[config.mk]
export PLATFORM = sky130hd
export DESIGN_NAME = prog_cntr_stack
export DESIGN_NICKNAME = d
export VERILOG_FILES = /design/src/rtl/prog_cntr_stack.sv
export SDC_FILE = /design/constraint.sdc
export NUM_CORES = 1
export LEC_CHECK = 0
export ABC_AREA = 1
export CAP_MARGIN = 10
export CORE_MARGIN = 2
export CORE_UTILIZATION = 62
export DETAILED_ROUTE_END_ITERATION = 7
export MAX_ROUTING_LAYER = met4
export PLACE_DENSITY = 0.85
export SLEW_MARGIN = 0
export SYNTH_ARGS = -nofsm -noshare
export SYNTH_HDL_FRONTEND = slang
export SYNTH_SLANG_ARGS = --single-unit
[constraint.sdc]
create_clock -name i_clk -period 5.1 [get_ports i_clk]
set_input_delay 0.765 -clock i_clk [delete_from_list [all_inputs] [get_ports i_clk]]
set_output_delay 0.765 -clock i_clk [all_outputs]
set_load 0.05 [all_outputs]
[src/rtl/prog_cntr_stack.sv]
// prog_cntr_stack: fetch-path program counter with load, relative branch, call/return stack and wrap pulse
module prog_cntr_stack #(
    parameter int WIDTH = 8,
    parameter int STACK_DEPTH = 4,
    parameter int SP_W = 3,
    parameter logic [WIDTH-1:0] RESET_VECTOR = '0
) (
    input  logic             i_clk,
    input  logic             i_reset,
    input  logic [WIDTH-1:0] i_a,
    input  logic [WIDTH-1:0] i_offset,
    input  logic             i_count_en,
    input  logic             i_load,
    input  logic             i_branch,
    input  logic             i_call,
    input  logic             i_ret,
    output logic [WIDTH-1:0] o_y,
    output logic             o_wrap,
    output logic [SP_W-1:0]  o_depth,
    output logic             o_stack_full,
    output logic             o_stack_empty,
    output logic             o_stack_err
);
    // sized to the full SP_W index range so Depth addresses it directly
    logic [WIDTH-1:0] r_stack [2**SP_W];
    logic [WIDTH-1:0] r_y;
    logic [SP_W-1:0]  r_depth;
    logic             r_wrap;
    logic             r_err;
    logic [WIDTH-1:0] w_inc;
    logic [WIDTH-1:0] w_top;
    logic             w_full;
    logic             w_empty;

    assign w_inc   = r_y + WIDTH'(1);
    assign w_top   = r_stack[r_depth - SP_W'(1)];
    assign w_full  = r_depth == SP_W'(STACK_DEPTH);
    assign w_empty = r_depth == '0;

    always_ff @(posedge i_clk) begin
        if (i_reset) begin
            r_y     <= RESET_VECTOR;
            r_depth <= '0;
            r_wrap  <= 1'b0;
            r_err   <= 1'b0;
        end else begin
            r_wrap <= 1'b0;
            if (i_load) begin
                r_y <= i_a;
            end else if (i_ret) begin
                if (w_empty) begin
                    r_err <= 1'b1;
                end else begin
                    r_y     <= w_top;
                    r_depth <= r_depth - SP_W'(1);
                end
            end else if (i_call) begin
                if (w_full) begin
                    r_err <= 1'b1;
                end else begin
                    r_stack[r_depth] <= w_inc;
                    r_depth          <= r_depth + SP_W'(1);
                    r_y              <= i_a;
                end
            end else if (i_branch) begin
                r_y <= r_y + i_offset;
            end else if (i_count_en) begin
                r_y    <= w_inc;
                r_wrap <= &r_y;
            end
        end
    end

    assign o_y           = r_y;
    assign o_wrap        = r_wrap;
    assign o_depth       = r_depth;
    assign o_stack_full  = w_full;
    assign o_stack_empty = w_empty;
    assign o_stack_err   = r_err;
endmodule

# Word-level counts from Yosys, hierarchy flattened
# Memory sizes are Yosys's and may differ from the RTL's.
# Index checks and enable logic that the tools add are counted.
[word_totals]
ff_bits = 13
ram_bits = 64
input_bits = 23
out_inout_bits = 15
elab_cells = 47
mem_count = 1
[op_classes]
addsub = 4
n_eq_ne = 6
mux = 21
n_bitwise = 2
n_reduce_logical = 9
[memory_table]
columns = ["memory", "depth", "width", "read_ports", "rd_clocked_by_memory_dff", "wr", "line", "rtl"]
rows = [
  ["r_stack", 8, 8, 1, 0, 1, "25", "logic [WIDTH-1:0] r_stack [2**SP_W];"],
]
[ops]
columns = ["cell", "n"]
rows = [
  ["$mux 8", 7],
  ["$mux 3", 4],
  ["$mux 1", 10],
  ["$add 8x1->8 const B", 1],
  ["$add 8x8->8", 1],
  ["$reduce_and 4->1", 2],
  ["$reduce_and 8->1", 1],
  ["$reduce_or 6->1", 1],
  ["$reduce_bool 5->1", 1],
  ["$ne 2x2->1 const B", 2],
  ["$ne 4x4->1 const B", 1],
  ["$reduce_bool 2->1", 2],
  ["$add 3x1->3 const B", 1],
  ["$eq 3x3->1 const B", 1],
  ["$logic_not 3->1", 1],
  ["$ne 3x3->1 const B", 1],
  ["$reduce_and 3->1", 1],
  ["$sub 3x1->3 const B", 1],
  ["$ne 2x1->1 const B", 1],
  ["$not 1->1", 2],
]

# Logic depth before layout (Yosys ltp)
[logic_depth]
depth_word = 7
ltp_mapped = 14
mapped_depth_nobuf = 12

# Worst setup path after synthesis
# OpenSTA, ideal clock, no wires.
[synth_path]
kind = "flip-flop to flip-flop"
start = "register r_depth[0] (netlist: o_depth[0])"
end = "memory r_stack[0][0], enable pin"
setup_time_ps = 370
t_arrival_ps = 2223
required_time_ps = 4730
slack_ps = 2507
stages_incl_launch_ff = 10
n_path_buf = 2
period_less_slack_ps = 2593
path_cell_list = "dfxtp_1 > buf_4 > inv_4 > clkbuf_8 > ha_1 > nand2_2 > inv_2 > nor3_1 > nand2_1 > nor2_1"
[synth_via]
elab_chain_len = 7
[synth_rtl]
columns = ["element", "line", "rtl"]
rows = [
  ["from (decl)", "27", "logic [SP_W-1:0] r_depth;"],
  ["from (signal assigned)", "55", "r_depth <= r_depth - SP_W'(1);"],
  ["from (signal assigned)", "62", "r_depth <= r_depth + SP_W'(1);"],
  ["$eq 3x3->1", "37", "assign w_full = r_depth == SP_W'(STACK_DEPTH);"],
  ["named net o_stack_full", "20", "output logic o_stack_full,"],
  ["$mux 1", "58", "if (w_full) begin"],
  ["$mux 1", "57", "end else if (i_call) begin"],
  ["$mux 1", "50", "end else if (i_ret) begin"],
  ["$mux 1", "48", "if (i_load) begin"],
  ["$mux 1", "41", "if (i_reset) begin"],
  ["$mux 1 (implied by the code)", "61", "r_stack[r_depth] <= w_inc;"],
  ["to (decl)", "25", ""],
]
# The timed path passes the listed nets, and every way through them passes these cells.

# Final worst setup path
[layout_path]
start = "register r_depth[0] (netlist: o_depth[0])"
end = "output o_stack_full"
[layout_via]
elab_chain_len = 1
[layout_rtl]
columns = ["element", "line"]
rows = [
  ["$eq 3x3->1", "37"],
  ["to (decl)", "20"],
]
# Every way passes these cells.

==> results.sh <==
export IMPL_post_cts_setup_buffers=0
export IMPL_yosysSeqAreaShare_pct=53.37
export IMPL_yosysUniqueCellTypes=36
export IMPL_yosys_most_used_dff="edfxtp_1"
export IMPL_p_total_w=0.001575
export IMPL_drv_slew=0
export IMPL_io_buffers=37
export IMPL_gp_congestion=0.9865
export IMPL_synth_compound_area_share_pct=10.40
export IMPL_syn_to_final_growth_pct=12.70
export IMPL_yosys_warnings=0
export IMPL_postLayoutCellArea_mm2=0.004608
export IMPL_slowest_delay_ps=800
export IMPL_min_period_ps=3183
export IMPL_drc=0
export IMPL_worst_setup_path_start_kind="flop"
export IMPL_drive_gt1_share_pct=7.400
export IMPL_worstPathCellList="buf_4 -> inv_4 -> ha_1 -> nand2_2 -> inv_2 -> clkdlybuf4s50_1"
export IMPL_synth_edff_count=64
export IMPL_drtIter0Drc=464
export IMPL_dieWidth_um=85.21
export IMPL_rsz0062_at_grt="false"
export IMPL_core_area_mm2=0.006350
export IMPL_dp_hpwl_um=7558
export IMPL_syn_num_nets=497
export IMPL_dpl_cell_area_mm2=0.004429
export IMPL_cts_buffer_depth=2
export IMPL_cts_sinks=77
export IMPL_setup_tns_ps=0
export IMPL_cts_root_buf="clkbuf_8"
export IMPL_cp_slowest_cell="clkdlybuf4s50_1"
export IMPL_grt_first_pass_wirelength_um=16560
export IMPL_grt_pass1_vias=3255
export IMPL_dieArea_mm2=0.007261
export IMPL_viasPerCell=5.934
export IMPL_hold_depth=2
export IMPL_seq_area_mm2=0.002182
export IMPL_wl_per_cell_um=18.19
export IMPL_vias=3424
export IMPL_r2r_cells=13
export IMPL_grt_max_degree=38
export IMPL_vdd_drop_max_mv=0.2868
export IMPL_synthAdderAreaFrac_pct=3.856
export IMPL_cts_tree="built"
export IMPL_status="finished, final reports clean"
export IMPL_synth_xor_area_share_pct=1.683
export IMPL_multi_input_area_mm2=0.001577
export IMPL_p_leak_nw=1.862
export IMPL_hold_buffers=0
export IMPL_max_cap_violations=0
export IMPL_crit_type="reg -> out"
export IMPL_critical_path_peak_fanout=37
export IMPL_hold_end="o_stack_err"
export IMPL_io_pins=38
export IMPL_reg2reg_setup_slack_ps=2240
export IMPL_ctsHtreeMaxLevel=3
export IMPL_maxSlewHeadroom_pct=37.87
export IMPL_skew_ps=12.13
export IMPL_die_h_um=85.21
export IMPL_r2r_end="o_y[4]"
export IMPL_syn_avg_cell_area_um2=8.850
export IMPL_muxShareOfSynthArea_pct=0
export IMPL_hold_path_startpoint="o_stack_err"
export IMPL_max_freq_ghz=0.3142
export IMPL_finalSetupViolations=0
export IMPL_yosys_area_share_simple_pct=22.61
export IMPL_period_share_pct=62.41
export IMPL_synth_top_family_by_area="simple AND/OR/NAND/NOR gates"
export IMPL_cp_arrival_ps=2420
export IMPL_nets=530
export IMPL_grt_overflow=0
export IMPL_numCtsBuffers=9
export IMPL_grt_use_total_pct=31.57
export IMPL_netlist_area_mm2=0.004089
export IMPL_fill_cells=488
export IMPL_diodes=0
export IMPL_hold_class="reg -> reg"
export IMPL_detail_route_antenna_nets=0
export IMPL_critPathCaptureType="output pin"
export IMPL_power_density_mw_per_mm2=341.9
export IMPL_synthCells=462
export IMPL_antenna_found_initial=0
export IMPL_path_clk_slew_ps=90
export IMPL_cts_resized_gates=0
export IMPL_async_flop_share_pct=0
export IMPL_hold_viol_final=0
export IMPL_num_rows=29
export IMPL_ys_seq_elements=77
export IMPL_required_ps=4340
export IMPL_dr_pass1_iters=5
export IMPL_r2r_start="o_depth[0]"
export IMPL_worst_slew_pin_slew_ps=928.8
export IMPL_worstSkewPairLatency_ps=360
export IMPL_drt_total_wl_um=10500
export IMPL_initial_utilization_pct=64.39
-- flip-flops by register name, indices dropped and copies added (netlist names) --
signal	flops
o_depth	3
o_wrap	1
o_y	8
r_stack	64
o_stack_err	1
-- Yosys cell counts (3+ instances only) --
cell,count,area (µm²)
xor2_1,3,26.28
buf_2,7,35.03
a21oi_1,26,130.1
o21ai_0,40,200.2
dfxtp_1,13,260.3
nand4_1,6,37.54
inv_2,3,11.26
inv_1,44,165.2
nand3_2,3,30.03
nand2_1,115,431.7
o21ai_1,3,15.01
buf_6,3,33.78
edfxtp_1,64,1922
nor2_2,3,18.77
nor2_1,60,225.2
o22ai_1,5,31.28
ha_1,11,137.6
xnor2_1,3,26.28
nand2_2,4,25.02
nand3_1,24,120.1
buf_4,3,22.52
-- layout make-up --
cell class	instances	share of cell area, %
flip-flops and latches	77	47.35
multi-input cells	318	34.21
repair buffers	38	8.200
inverters	51	4.263
clock buffers	9	2.688
well taps	77	2.091
clock inverters	7	1.195
-- layer usage --
layer  track usage [%]  wire length (µm)  vias to the layer above  share of wire [%]
met5                 -                 0                        -                  0
met4             10.53               259                        0                2.5
met3             5.545              1134                       23                 11
met2             46.66              4864                      213                 46
met1             44.70              4237                     1583                 40
li1                  -                 -                     1605                  -
-- through the flow --
step | util, % | setup slack [ps] | hold WS, ps | std cells
detailed placement | 69.75 | 1966 | 466.0 | 561
global route | 72.57 | 1811 | 529.5 | 577
global placement | 69.75 | 2062 | 471.0 | 561
CTS | 72.57 | 1908 | 486.3 | 577
finish | 72.57 | 1917 | 488.1 | 577
floorplan | - | 2507 | 650.7 | 462
-- cell families (layout without fill, tap and decap cells) --
logic type | after synthesis | after routing
simple gates | 220 | 220
flops | 77 | 77
xor+xnor | 7 | 7
compound gates | 79 | 79
fa+ha+maj | 12 | 12
buf+inv | 67 | 105
-- cell usage in the layout (no fill, tap or decap), types with 2 or more instances in the layout --
cell type          n
xnor2_1            3
nor3_1             2
nand3_1           24
o21ai_0           40
o21ai_1            3
inv_1             44
clkbuf_8           9
nand4_1            6
nand2_2            4
inv_6              3
inv_2              3
a21oi_1           26
dfxtp_1           13
ha_1              11
clkinv_2           2
o22ai_1            5
clkdlybuf4s50_1   37
edfxtp_1          64
nand3_2            3
inv_4              2
nor2_1            60
nand2_1          115
nor2_2             3
xor2_1             3
clkinv_1           2
-- critical path: cells and delay by family, from the launching register on --
| kind | cells | cell delay [ps] |
|---|---|---|
| fa+ha+maj | 1 | 250 |
| buf+inv | 4 | 1420 |
| flops | 1 | 310 |
| simple gates | 1 | 70 |
-- where the power goes --
part           switching (W)  internal, W
logic               0.000282     0.000131
registers          0.0000250     0.000711
clock network       0.000243     0.000183
-- worst max path at each step --
stage               startpoint       endpoint  slack [ps]  cells after the start
floorplan           o_depth[0]  r_stack[0][0]        2510                      9
global placement        i_load  r_stack[3][1]        2060                      6
detailed placement      i_load  r_stack[5][5]        1970                      6
CTS                 o_depth[0]   o_stack_full        1910                      6
global route        o_depth[0]   o_stack_full        1810                      6
finish              o_depth[0]   o_stack_full        1920                      6
Power figures use the tool's default switching activity.
